<file path="src/rtl/vrgather_seq_pkg.sv">
// Shared definitions for the vrgather sequencer: FSM encoding, group size,
// SEW codes, register-address width and the command legality rule.
package vrgather_seq_pkg;

  localparam int NREG   = 4;
  localparam int ADDR_W = 5;

  localparam logic SEW8  = 1'b0;
  localparam logic SEW32 = 1'b1;

  typedef enum logic [2:0] {
    ST_IDLE  = 3'd0,
    ST_READ  = 3'd1,
    ST_DRAIN = 3'd2,
    ST_EXEC  = 3'd3,
    ST_WRITE = 3'd4,
    ST_ERR   = 3'd5
  } state_t;

  typedef logic [ADDR_W-1:0] vreg_t;

  // A command is legal when every group base is 4-aligned and the destination
  // group does not coincide with either source group. Alignment also guarantees
  // that base+offset never wraps inside the 5-bit address space.
  function automatic logic cmd_legal(input vreg_t vd, input vreg_t vs1, input vreg_t vs2);
    logic aligned;
    logic overlap;
    aligned = (vd[1:0] == 2'b00) && (vs1[1:0] == 2'b00) && (vs2[1:0] == 2'b00);
    overlap = (vd[4:2] == vs1[4:2]) || (vd[4:2] == vs2[4:2]);
    return aligned && !overlap;
  endfunction

endpackage

</file>
<file path="src/rtl/vrgather_seq.sv">
// Sequencer for the LMUL=4 vrgather datapath: reads the vs2/vs1 groups one
// register per cycle, presents them to the combinational gather unit, captures
// the result and writes the vd group back one register per cycle.
//
//   state | meaning
//   ------+---------------------------------------------------------------
//   IDLE  | waiting for a command; cmd_ready high
//   READ  | 8 reads (vs2 group then vs1 group), data lands one cycle later
//   DRAIN | last read data (vs1 register 3) arrives; gather buses loaded
//   EXEC  | gather buses stable; result captured at the end of the cycle
//   WRITE | 4 writes of the result group to vd; done on the last one
//   ERR   | rejected command; err pulse, no register-file traffic
module vrgather_seq
  import vrgather_seq_pkg::*;
#(
  parameter int VLEN_BITS = 128
) (
  input  logic                      clk,
  input  logic                      rst,
  input  logic                      cmd_valid,
  output logic                      cmd_ready,
  input  logic                      cmd_sew,
  input  logic [ADDR_W-1:0]         cmd_vd,
  input  logic [ADDR_W-1:0]         cmd_vs1,
  input  logic [ADDR_W-1:0]         cmd_vs2,
  output logic                      rf_rd_en,
  output logic [ADDR_W-1:0]         rf_rd_addr,
  input  logic [VLEN_BITS-1:0]      rf_rd_data,
  output logic                      rf_wr_en,
  output logic [ADDR_W-1:0]         rf_wr_addr,
  output logic [VLEN_BITS-1:0]      rf_wr_data,
  output logic                      g_sew,
  output logic [VLEN_BITS*NREG-1:0] g_vs2_bus,
  output logic [VLEN_BITS*NREG-1:0] g_vs1_bus,
  input  logic [VLEN_BITS*NREG-1:0] g_vd_bus,
  output logic                      busy,
  output logic                      done,
  output logic                      err
);

  state_t state, state_nx;
  logic [2:0] cnt, cnt_nx;

  logic  lat_sew;
  vreg_t lat_vd, lat_vs1, lat_vs2;

  // Slots 0..3 hold the vs2 group, 4..6 the first three vs1 registers.
  // The fourth vs1 register arrives in DRAIN and goes straight onto g_vs1_bus.
  logic [2*NREG-2:0][VLEN_BITS-1:0] cap_q;
  logic [NREG-1:0][VLEN_BITS-1:0]   res_q;

  logic handshake;
  assign handshake = cmd_valid && cmd_ready;

  // State and sequencing counter.
  always_ff @(posedge clk or posedge rst) begin
    if (rst) begin
      state <= ST_IDLE;
      cnt   <= '0;
    end else begin
      state <= state_nx;
      cnt   <= cnt_nx;
    end
  end

  // Command fields are latched on the handshake and held for the whole command.
  always_ff @(posedge clk or posedge rst) begin
    if (rst) begin
      lat_sew <= SEW8;
      lat_vd  <= '0;
      lat_vs1 <= '0;
      lat_vs2 <= '0;
    end else if (handshake) begin
      lat_sew <= cmd_sew;
      lat_vd  <= cmd_vd;
      lat_vs1 <= cmd_vs1;
      lat_vs2 <= cmd_vs2;
    end
  end

  // Read data returned during READ belongs to the previous counter value.
  always_ff @(posedge clk or posedge rst) begin
    if (rst) begin
      cap_q <= '0;
    end else if (state == ST_READ && cnt != 3'd0) begin
      cap_q[cnt - 3'd1] <= rf_rd_data;
    end
  end

  // Gather-unit inputs only change at the DRAIN->EXEC edge, so they are stable
  // through EXEC and keep their last values afterwards.
  always_ff @(posedge clk or posedge rst) begin
    if (rst) begin
      g_sew     <= SEW8;
      g_vs2_bus <= '0;
      g_vs1_bus <= '0;
    end else if (state == ST_DRAIN) begin
      g_sew     <= lat_sew;
      g_vs2_bus <= cap_q[NREG-1:0];
      g_vs1_bus <= {rf_rd_data, cap_q[2*NREG-2:NREG]};
    end
  end

  // Gather result captured at the end of EXEC for the write-back phase.
  always_ff @(posedge clk or posedge rst) begin
    if (rst) begin
      res_q <= '0;
    end else if (state == ST_EXEC) begin
      res_q <= g_vd_bus;
    end
  end

  // Next-state logic and register-file / status outputs.
  always_comb begin
    state_nx   = state;
    cnt_nx     = cnt;
    cmd_ready  = 1'b0;
    busy       = 1'b1;
    rf_rd_en   = 1'b0;
    rf_rd_addr = '0;
    rf_wr_en   = 1'b0;
    rf_wr_addr = '0;
    rf_wr_data = '0;
    done       = 1'b0;
    err        = 1'b0;

    unique case (state)
      ST_IDLE: begin
        cmd_ready = 1'b1;
        busy      = 1'b0;
        // Checking the bus fields here is equivalent to checking the values
        // being latched on this same edge.
        if (handshake) begin
          cnt_nx   = '0;
          state_nx = cmd_legal(cmd_vd, cmd_vs1, cmd_vs2) ? ST_READ : ST_ERR;
        end
      end

      ST_READ: begin
        rf_rd_en   = 1'b1;
        rf_rd_addr = cnt[2] ? (lat_vs1 + {3'b000, cnt[1:0]})
                            : (lat_vs2 + {3'b000, cnt[1:0]});
        cnt_nx     = cnt + 3'd1;
        if (cnt == 3'd7) begin
          state_nx = ST_DRAIN;
        end
      end

      ST_DRAIN: begin
        state_nx = ST_EXEC;
      end

      ST_EXEC: begin
        cnt_nx   = '0;
        state_nx = ST_WRITE;
      end

      ST_WRITE: begin
        rf_wr_en   = 1'b1;
        rf_wr_addr = lat_vd + {3'b000, cnt[1:0]};
        rf_wr_data = res_q[cnt[1:0]];
        if (cnt == 3'd3) begin
          done     = 1'b1;
          cnt_nx   = '0;
          state_nx = ST_IDLE;
        end else begin
          cnt_nx = cnt + 3'd1;
        end
      end

      ST_ERR: begin
        err      = 1'b1;
        state_nx = ST_IDLE;
      end

      default: begin
        state_nx = ST_IDLE;
      end
    endcase
  end

endmodule

</file>
<file path="config.mk">
export PLATFORM = sky130hd
export DESIGN_NAME = vrgather_seq
export DESIGN_NICKNAME = d
export VERILOG_FILES = /design/src/rtl/vrgather_seq_pkg.sv /design/src/rtl/vrgather_seq.sv
export SDC_FILE = /design/constraint.sdc
export NUM_CORES = 2
export LEC_CHECK = 0
export ABC_AREA = 1
export CORE_AREA = 4 4 701 703
export CTS_BUF_LIST = sky130_fd_sc_hd__clkbuf_8
export DETAILED_ROUTE_END_ITERATION = 8
export DIE_AREA = 0 0 705 707
export PLACE_DENSITY = 0.41
export REMOVE_ABC_BUFFERS = 1
export SETUP_SLACK_MARGIN = 0.05
export SLEW_MARGIN = 20
export SYNTH_ARGS = -nofsm -noshare
export SYNTH_HDL_FRONTEND = slang
export SYNTH_SLANG_ARGS = --single-unit
</file>
<file path="constraint.sdc">
create_clock -name clk -period 86.8 [get_ports clk]
set_input_delay 13.02 -clock clk [delete_from_list [all_inputs] [get_ports clk]]
set_output_delay 13.02 -clock clk [all_outputs]
set_load 0.005 [all_outputs]
</file>
==> metrics.yaml <==
status: "complete, no violations"
endpoint: "cap_q[750]"
ir_drop_mv: 0.01678
critPathMostFrequentCell: "buf_4"
syn_to_final_growth_pct: 34.87
yosysTopAreaCell: "dfrtp_1"
dr_total_vias: 67300
portBuffers: 1827
synth_cells: 7876
final.setup.tns_ps: 0
path_clk_slew_ps: 60
rows: 256
skew_ps: 68.98
synthTopCellsByArea: "dfrtp_1 65%, mux2_2 15%, o21ai_0 6.1%"
grt_use_total_pct: 15.87
powerDensity_nw_per_um2: 38.51
grt_pass1_vias: 70280
yosysUniqueCellTypes: 35
nFillCells: 50920
async_flop_share_pct: 100.0
hold_violations: 0
synth_edf_count: 0
cts_sinks: 2455
path_max_fanout: 154
cp_num_buf_inv: 8
yosys_warnings: 0
rsz0062_at_grt: "false"
timing.final.ws_setup_ps: 68680
fin_area_um2: 128300
start_kind: "input port"
cp_num_cells: 8
post-route-min-period_ps: 18120
slowest_stage: "buf_4"
synth.most_common_cell: "dfrtp_1"
place_hpwl_um: 306300
dp_worst_setup_slack_ps: 67240
worstMarginPinSlew_ps: 1150
wl_um: 409500
avgRoutedWirePerCell_um: 24.70
die_h_um: 707
yosys-top-cells-count: "2,455 x dfrtp_1, 1,284 x mux2_2, 1,214 x nand2_1"
drt_pass1_iterations: 5
globalplace.congestion: 0.8590
cts_buffer_depth: 4
final-setup-viol-count: 0
synth_sequential_area_ratio_pct: 64.58
hold_buffers: 0
rr_startpoint: "state[1]"
drcViolationCount: 0
cts_tree: "built"
syn_area_um2: 95120
die_w_um: 705
insertion_delay_ps: 1090
syn-mean-instance-area_um2: 12.08
antenna_found_initial: 149
grt_max_degree: 194
core-area_um2: 484900
cts.htree.levels: 5
hold_class: "reg2reg"
r2r_cells: 8
fin_nets: 10430
slew_violations: 0
cp_top_family: "buffers and inverters"
dieArea_um2: 498400
boundaryPins: 1828
required_ps: 87930
drtIter0Drc: 3894
drive_gt1_share_pct: 20.16
slew_headroom_pct: 23.36
worstPathCellList: "clkdlybuf4s50_1 > inv_8 > buf_4 > buf_12 > buf_4 > buf_4 > buf_4 > buf_4"
grt_first_pass_wirelength_um: 566800
fin_crit_sh_pct: 20.88
cp.arrival_ps: 19250
place_area_um2: 119100
reg2reg_to: "g_vs2_bus[258]"
netlist.area_leader.share_pct: 64.58
vias_per_cell: 4.059
post_cts_buffers: 0
postRouteAntennaNets: 0
post-route-util_pct: 26.45
r2r_slack_ps: 80340
path_class: "in2async"
cts_buffers: 448
overflow: 0
synth-seq-cells: 2455
startpoint: "rst"
leakage_uw: 0.05521
max_cap_violations: 0
yosys_most_used_dff: "dfrtp_1"
start_util_pct: 19.61
cp_slowest_stage_delay_ps: 880
max_freq_ghz: 0.05519
cp-end-kind: "async pin"
cts_resized: 0
cts-root-buf: "clkbuf_8"
hold-worst-slack_ps: 450.9
cells by family after synthesis:
| kind of cell | Yosys count | share of synthesized area, % |
|---|---|---|
| xor+xnor | 3 | 0.02763 |
| buf+inv | 794 | 4.638 |
| fa+ha+maj | 12 | 0.1736 |
| simple gates | 1765 | 7.148 |
| mux | 1284 | 15.20 |
| flops | 2455 | 64.58 |
| compound gates | 1563 | 8.228 |
flip-flops by register name, summed over array words and instances (netlist names):
signal     cells
cap_q        896
g_vs1_bus    512
g_vs2_bus    512
res_q        512
lat_vd         5
lat_vs1        5
lat_vs2        5
cnt            3
state          3
g_sew          1
lat_sew        1
layer usage:
layer / share of wire [%] / track usage (%)
met1: 35 / 16.33
met2: 52 / 29.32
met3: 6.4 / 4.531
met4: 5.5 / 7.761
met5: 0.18 / 0
report_power, final:
group          switching [uW]  leakage, uW  internal, uW
clock network             516      0.00520           597
logic                     844       0.0223           907
registers                 362       0.0278          1720
total                    1720       0.0552          3220
worst min-delay path by stage:
stage                from            end  cells after the start
2_1_floorplan  lat_vs1[1]     lat_vs1[1]                      2
3_3_place_gp   cap_q[324]     cap_q[324]                      2
3_5_place_dp     cap_q[3]       cap_q[3]                      2
4_1_cts        cap_q[571]  g_vs1_bus[59]                      1
5_1_grt        cap_q[571]  g_vs1_bus[59]                      1
6_report         cap_q[7]   g_vs2_bus[7]                      1
cell type report:
cell class                 instances  area, um2  area share, %
antenna                           49      122.6        0.09558
clock buffer                     557       7666          5.976
clock inverter                   216       1300          1.013
inverter                         296       1147         0.8943
multi-input combinational       4627      29300          22.84
sequential                      2455      61440          47.89
tap                             6450       8070          6.291
timing repair buffer            1930      19250          15.00
through the flow:
step | std cells | power [uW]
floorplan | 7378 | 3029
global placement | 15750 | 3854
detailed placement | 15750 | 3897
CTS | 16530 | 5049
global route | 16550 | 5257
finish | 16580 | 4941
layout by cell type (no fill, tap or decap), types with 2 or more instances in the layout:
master,Yosys,layout
nor2_1,527,527
buf_6,100,3
diode_2,0,49
nand2_1,1214,1213
inv_2,4,3
inv_12,0,6
clkinv_2,1,28
inv_8,1,3
o21ai_0,1167,1164
nand2_4,2,3
inv_6,0,5
inv_1,289,444
clkinv_8,0,6
or2_2,3,3
a21oi_1,131,131
dfrtp_1,2455,2453
clkdlybuf4s50_1,0,1827
nand4_4,6,6
o21ai_1,263,266
buf_4,118,89
clkbuf_8,0,557
bufinv_16,0,7
fa_1,2,2
nand3_1,6,6
xor2_1,2,2
ha_1,10,10
dfrtp_4,0,2
buf_12,0,6
mux2_2,1284,1284
buf_16,0,5
inv_16,0,4
clkinvlp_4,0,4
(Power assumes the default switching activity.)
